==> src/rtl/scr1_ahb_dmem_sram_slv.sv <==
// scr1_ahb_dmem_sram_slv: AHB-Lite data-memory slave over a sync SRAM with a one-entry posted write buffer
module scr1_ahb_dmem_sram_slv #(
  parameter int          SRAM_AW   = 10,
  parameter logic [31:0] BASE_ADDR = 32'h0000_0000
) (
  input  logic               clk,
  input  logic               rst,
  input  logic               hsel,
  input  logic [1:0]         htrans,
  input  logic [2:0]         hsize,
  input  logic [31:0]        haddr,
  input  logic               hwrite,
  input  logic [31:0]        hwdata,
  output logic               hready,
  output logic [31:0]        hrdata,
  output logic               hresp,
  output logic               sram_ce,
  output logic               sram_we,
  output logic [3:0]         sram_be,
  output logic [SRAM_AW-1:0] sram_addr,
  output logic [31:0]        sram_wdata,
  input  logic [31:0]        sram_rdata
);
  localparam logic [2:0] DP_IDLE = 3'd0, DP_RD = 3'd1, DP_WR = 3'd2, DP_ERR1 = 3'd3, DP_ERR2 = 3'd4;
  logic [2:0]         state;
  logic [SRAM_AW-1:0] rd_addr_q, wb_addr;
  logic [3:0]         be, be_q, wb_be;
  logic [31:0]        wb_data;
  logic               wb_vld, accept, legal, rd_ap, commit, hit;
  assign hready = rst | (state != DP_ERR1);
  assign hresp = ~rst & (state == DP_ERR1 | state == DP_ERR2);
  assign accept = ~rst & hready & hsel & (htrans == 2'b10 | htrans == 2'b11);
  assign legal = haddr[31:SRAM_AW+2] == BASE_ADDR[31:SRAM_AW+2]
               & (hsize == 3'd0 | hsize == 3'd1 & ~haddr[0] | hsize == 3'd2 & haddr[1:0] == 2'b00);
  assign be = hsize == 3'd0 ? 4'b0001 << haddr[1:0] : hsize == 3'd1 ? 4'b0011 << {haddr[1], 1'b0} : 4'b1111;
  assign rd_ap = accept & legal & ~hwrite;
  assign commit = ~rst & wb_vld & ~rd_ap;
  assign sram_ce = rd_ap | commit;
  assign sram_we = commit;
  assign sram_be = rd_ap ? be : commit ? wb_be : 4'b0000;
  assign sram_addr = rd_ap ? haddr[SRAM_AW+1:2] : commit ? wb_addr : '0;
  assign sram_wdata = commit ? wb_data : 32'h0;
  assign hit = wb_vld & wb_addr == rd_addr_q;
  for (genvar i = 0; i < 4; i++) begin : g_lane
    assign hrdata[8*i+:8] = ~rst & state == DP_RD ? (hit & wb_be[i] ? wb_data[8*i+:8] : sram_rdata[8*i+:8]) : 8'h00;
  end
  always_ff @(posedge clk) begin
    if (rst) begin
      state <= DP_IDLE;
      wb_vld <= 1'b0;
      rd_addr_q <= '0;
      be_q <= 4'b0000;
      wb_addr <= '0;
      wb_be <= 4'b0000;
      wb_data <= 32'h0;
    end else begin
      state <= !hready ? DP_ERR2 : !accept ? DP_IDLE : !legal ? DP_ERR1 : hwrite ? DP_WR : DP_RD;
      if (accept) begin
        rd_addr_q <= haddr[SRAM_AW+1:2];
        be_q <= be;
      end
      if (state == DP_WR) begin
        wb_vld <= 1'b1;
        wb_addr <= rd_addr_q;
        wb_be <= be_q;
        wb_data <= hwdata;
      end else if (commit) begin
        wb_vld <= 1'b0;
      end
      if (state == DP_WR) assert (!(wb_vld && !commit));
    end
  end
endmodule
==> config.mk <==
export PLATFORM = sky130hd
export DESIGN_NAME = scr1_ahb_dmem_sram_slv
export DESIGN_NICKNAME = d
export VERILOG_FILES = /design/src/rtl/scr1_ahb_dmem_sram_slv.sv
export SDC_FILE = /design/constraint.sdc
export NUM_CORES = 1
export LEC_CHECK = 0
export ABC_AREA = 1
export BUFFER_PORTS_ARGS = -buffer_cell sky130_fd_sc_hd__buf_2
export CAP_MARGIN = 20
export CORE_MARGIN = 4
export CORE_UTILIZATION = 48
export DETAILED_ROUTE_END_ITERATION = 6
export PLACE_DENSITY = 0.82
export SETUP_SLACK_MARGIN = 0.05
export SLEW_MARGIN = 20
export SYNTH_ARGS = -nofsm -noshare
export SYNTH_HDL_FRONTEND = slang
export SYNTH_SLANG_ARGS = --single-unit
==> constraint.sdc <==
create_clock -name clk -period 2.02 [get_ports clk]
set_input_delay 0.303 -clock clk [delete_from_list [all_inputs] [get_ports clk]]
set_output_delay 0.303 -clock clk [all_outputs]
set_load 0.005 [all_outputs]
# [After elaboration in Yosys (flattened, before gate mapping)]
# Index checks and enable logic that the tools add are counted.
[word_totals] input_bits=105 elab_cells=75 reg_bits=64 output_inout_bits=82
[classes] n_mux=21 bitwise_logic=29 n_eq_ne=10 shift=2 n_reduce_logical=5
[ops] op="2-to-1 mux 8 bit" count=8
[ops] op="2-to-1 mux 32 bit" count=1
[ops] op="zero test 20 bit" count=1
[ops] op="2-to-1 mux 10 bit" count=2
[ops] op="bitwise AND 1 bit" count=17
[ops] op="2-to-1 mux 4 bit" count=4
[ops] op="equality test 10 bit" count=1
[ops] op="equality test 3 x 2 -> 1 bit, second input constant" count=3
[ops] op="equality test 3 x 1 -> 1 bit, second input constant" count=2
[ops] op="2-to-1 mux 2 bit" count=3
[ops] op="inverter 1 bit" count=6
[ops] op="OR 1 bit" count=6
[ops] op="equality test 2 bit, second input constant" count=2
[ops] op="left shift 1 x 2 -> 4 bit, first input constant" count=1
[ops] op="left shift 2 x 2 -> 4 bit, first input constant" count=1
[ops] op="equality test 3 bit, second input constant" count=1
[ops] op="zero test 3 bit" count=1
[ops] op="2-to-1 mux 3 bit" count=1
[ops] op="inequality test 3 x 2 -> 1 bit, second input constant" count=1
[ops] op="OR reduction 3 bit" count=1
[ops] op="zero test 2 bit" count=1
[ops] op="2-to-1 mux 1 bit" count=2
[ops] op="nonzero test 2 bit" count=1

# [Longest topological paths before layout]
[logic_depth] depth_word=11 ltp_mapped=10 mapped_depth_nobuf=10

# [Worst setup path before layout]
# No wires, ideal clock.
[synth_timing] kind="input port to output port" startpoint="input port haddr[27]" endpoint="output port sram_we" path_slack_ns=0.469 path_buffers=1 stages=9 required_time_ns=1.717 arrival_ns=1.248 path_cell_list="nor2_1 > nand2_1 > nor2_1 > nand2_1 > nor2_1 > nand4_4 > nand2_4 > buf_6 > inv_1"
[synth_via] elab_chain_len=6
[synth_lines] element="start, declared" line="11" text="input logic [31:0] haddr,"
[synth_lines] element="zero test 20 bit" line="33" text="assign legal = haddr[31:SRAM_AW+2] == BASE_ADDR[31:SRAM_AW+2]"
[synth_lines] element="bitwise AND 1 bit" line="34" text="& (hsize == 3'd0 | hsize == 3'd1 & ~haddr[0] | hsize == 3'd2 & haddr[1:0] == 2'b00);"
[synth_lines] element="bitwise AND 1 bit (2 in series)" line="36" text="assign rd_ap = accept & legal & ~hwrite;"
[synth_lines] element="inverter 1 bit" line="37" text="assign commit = ~rst & wb_vld & ~rd_ap;"
[synth_lines] element="bitwise AND 1 bit" line="37"
[synth_lines] element="end, declared" line="18" text="output logic sram_we,"
# Every way passes these cells.

# [Worst setup path after layout]
[layout_timing] startpoint="register rd_addr_q[2]" endpoint="output port hrdata[27]"
[layout_via] elab_chain_len=5
[layout_lines] element="start, declared" line="26" text="logic [SRAM_AW-1:0] rd_addr_q, wb_addr;"
[layout_lines] element="start signal, assigned" line="59" text="rd_addr_q <= haddr[SRAM_AW+1:2];"
[layout_lines] element="equality test 10 bit" line="43" text="assign hit = wb_vld & wb_addr == rd_addr_q;"
[layout_lines] element="bitwise AND 1 bit" line="43"
[layout_lines] element="bitwise AND 1 bit" line="45" text="assign hrdata[8*i+:8] = ~rst & state == DP_RD ? (hit & wb_be[i] ? wb_data[8*i+:8] : sram_rdata[8*i+:8]) : 8'h0 ..."
[layout_lines] element="2-to-1 mux 8 bit (2 in series)" line="45"
[layout_lines] element="end, declared" line="15" text="output logic [31:0] hrdata,"
# Every way passes these cells.

==> flow_summary.json <==
{
  "status": "finished with violations",
  "violations": "setup timing",
  "critPathRequiredTime_ns": 1.72,
  "clk_pin_slew_ns": 0.07,
  "cts_tree": "done",
  "fin_crit_ns": 2.22,
  "synth.area.top_cells": "dfxtp_1 31%, inv_1 12%, nand2_1 11%, o21ai_0 7.5%, nand4_1 7.3%",
  "fin_crit_sh_pct": 110,
  "relSlewSlack_pct": 33.7,
  "grt_pass1_wl_um": 20000,
  "syn_area_per_cell_um2": 6.21,
  "synth_edf_count": 0,
  "power_leakage_nw": 2.97,
  "yosysSeqAreaShare_pct": 31.1,
  "slowest_stage": "dfxtp_2",
  "numCtsBuffers": 9,
  "fp.coreArea_um2": 8260,
  "end_kind": "output port",
  "ys_seq_elements": 64,
  "design_area_um2": 5760,
  "yosys_warnings": 0,
  "setup_viol": 32,
  "synthesis.nets": 768,
  "path_buf_inv": 4,
  "yosysMostFrequentCell": "inv_1",
  "drt_iter0_markers": 238,
  "syn_area_um2": 4110,
  "cp-start-kind": "register",
  "diodes": 0,
  "final_cells": 968,
  "avgRoutedWirePerCell_um": 13.2,
  "rows": 33,
  "cts_root_buf": "clkbuf_8",
  "clk-insertion-delay-late_ns": 0.33,
  "hold_violations": 0,
  "finClkSkew_ns": 0.00574,
  "grt_remaining_overflow": 0,
  "slew_viol_final": 0,
  "synth_common_cells": "131 x inv_1, 116 x nand2_1, 75 x nor2_1, 64 x dfxtp_1, 62 x o21ai_0",
  "synthArstFlopShare_pct": 0,
  "worstPathMaxFanout": 8,
  "peakVddDrop_mv": 0.291,
  "synthFlopType": "dfxtp_1",
  "antenna_found_initial": 0,
  "gp_congestion": 0.831,
  "criticalPathCategory": "register to output port",
  "utilization_pct": 69.7,
  "ios": 187,
  "dr_total_vias": 4912,
  "cp_cell_sequence": "inv_2, nand2_1, nand2_1, nor2_2, nand2_2, nor2_8, buf_6, nand3_4, nand2_1, inv_1, nor2_1, buf_2",
  "hold_slack_ns": 0.229,
  "die_x_um": 101,
  "r2r_start": "state[1]",
  "die_y_um": 101,
  "layout_setup_ws_ns": -0.202,
  "via_per_inst": 5.07,
  "io_buffers": 185,
  "grt.total_usage_pct": 23.8,
  "die-area_um2": 10100,
  "nets": 963,
  "synth_top_area_share_pct": 31.1,
  "powerDensity_nw_per_um2": 573,
  "grt_max_degree": 73,
  "grt_pass1_vias": 4536,
  "cts_hold_buffers": 0,
  "critical_path_arrival_ns": 1.92,
  "routed_wirelength_um": 12800,
  "dpl.hpwl_um": 9090,
  "startpoint": "rd_addr_q[2]",
  "cap_violations": 0,
  "tightest_slew_ns": 0.993,
  "yosysTopAreaCell": "dfxtp_1",
  "max_stage_delay_ns": 0.35,
  "fill_cells": 741,
  "firstDrtPassIters": 5,
  "hp-start": "hwrite",
  "path_delay_family": "simple AND/OR/NAND/NOR gates",
  "drive_gt1_share_pct": 42.4,
  "numPlacedInstances": 934,
  "placed_area_um2": 5160,
  "cts_sinks": 64,
  "fmax_mhz": 450,
  "path_common_cell": "nand2_1",
  "clk_path_buf_depth": 2,
  "synthCells": 663,
  "synthDistinctLibCells": 27,
  "synthToLayoutAreaGrowth_pct": 39.9,
  "htree_levels": 3,
  "start_util_pct": 49.8,
  "rsz0062_at_grt": "yes",
  "drc_errors": 0,
  "ant_nets": 0,
  "hp-class": "input pin to register"
}
metrics by stage:
step | worst slack [ns] | setup TNS [ns] | power [mW]
after floorplan | 0.469 | 0 | 1.71
after global placement | 0.117 | 0 | 1.89
after detailed placement | 0.0544 | 0 | 1.91
after CTS | -0.125 | -2.91 | 3.25
after global routing | -0.392 | -9.48 | 3.45
final | -0.202 | -5.10 | 3.30
cells by family after synthesis:
family / Yosys count / share of synthesized area (%)
flops: 64 / 31.1
buf+inv: 176 / 17.7
compound gates: 119 / 14.5
simple gates: 304 / 36.6
cell usage in the layout (no fill, tap or decap), types with 5 or more instances in the layout:
cell type	count
inv_2	27
o21ai_0	62
o21ai_1	5
nor2_1	61
buf_4	24
nand3_1	17
buf_6	6
nor2_2	42
inv_1	110
buf_2	185
nand2_1	93
dfxtp_2	18
clkbuf_8	12
nand2_2	23
dfxtp_1	45
buf_12	5
nand4_1	48
a21oi_1	50
final cells by class:
class	instances	area, µm²	area share, %
clock buffers	14	173	3.00
multi-input cells	423	2230	38.7
repair buffers	223	1340	23.3
flip-flops and latches	64	1310	22.7
inverters	137	514	8.93
clock inverters	2	60.1	1.04
well taps	105	131	2.28
path summary, 6_finish.rpt:
path,endpoint,slack (ns),cells after the start
setup / recovery,hrdata[27],-0.20,12
hold / removal,state[0],0.23,4
setup reg to reg,wb_data[16],0.35,5
hold reg to reg,wb_addr[5],0.47,2
state kept, by name, indices dropped and copies added (netlist names):
name,flops
wb_data,32
rd_addr_q,10
wb_addr,10
be_q,4
wb_be,4
state,3
wb_vld,1
tightest hold or removal path, cell delays in order:
cell and delay [ns]:
buf_2 0.09, nand2_1 0.05, nand2_1 0.05, inv_1 0.03
power breakdown:
| group | switching [mW] | internal (mW) | leakage (nW) |
|---|---|---|---|
| Combinational | 0.367 | 0.292 | 2.32 |
| Sequential | 0.0411 | 1.33 | 0.531 |
| Clock | 0.469 | 0.798 | 0.117 |
metal layers:
layer / share of wire, % / routed length (µm) / GRT usage (%)
met5: 0 / 0 / 0
met4: 1.0 / 131 / 6.11
met3: 7.4 / 949 / 4.64
met2: 51 / 6570 / 43.9
met1: 40 / 5110 / 27.9
what timing repair did:
item                                    CTS  global route
endpoints found under the setup margin   60            80
cloned                                    1             1
gates resized for setup                  28            64
setup buffers                            12             4
pin swaps                                63            44
Note: power is estimated with default switching activity, not from simulation.
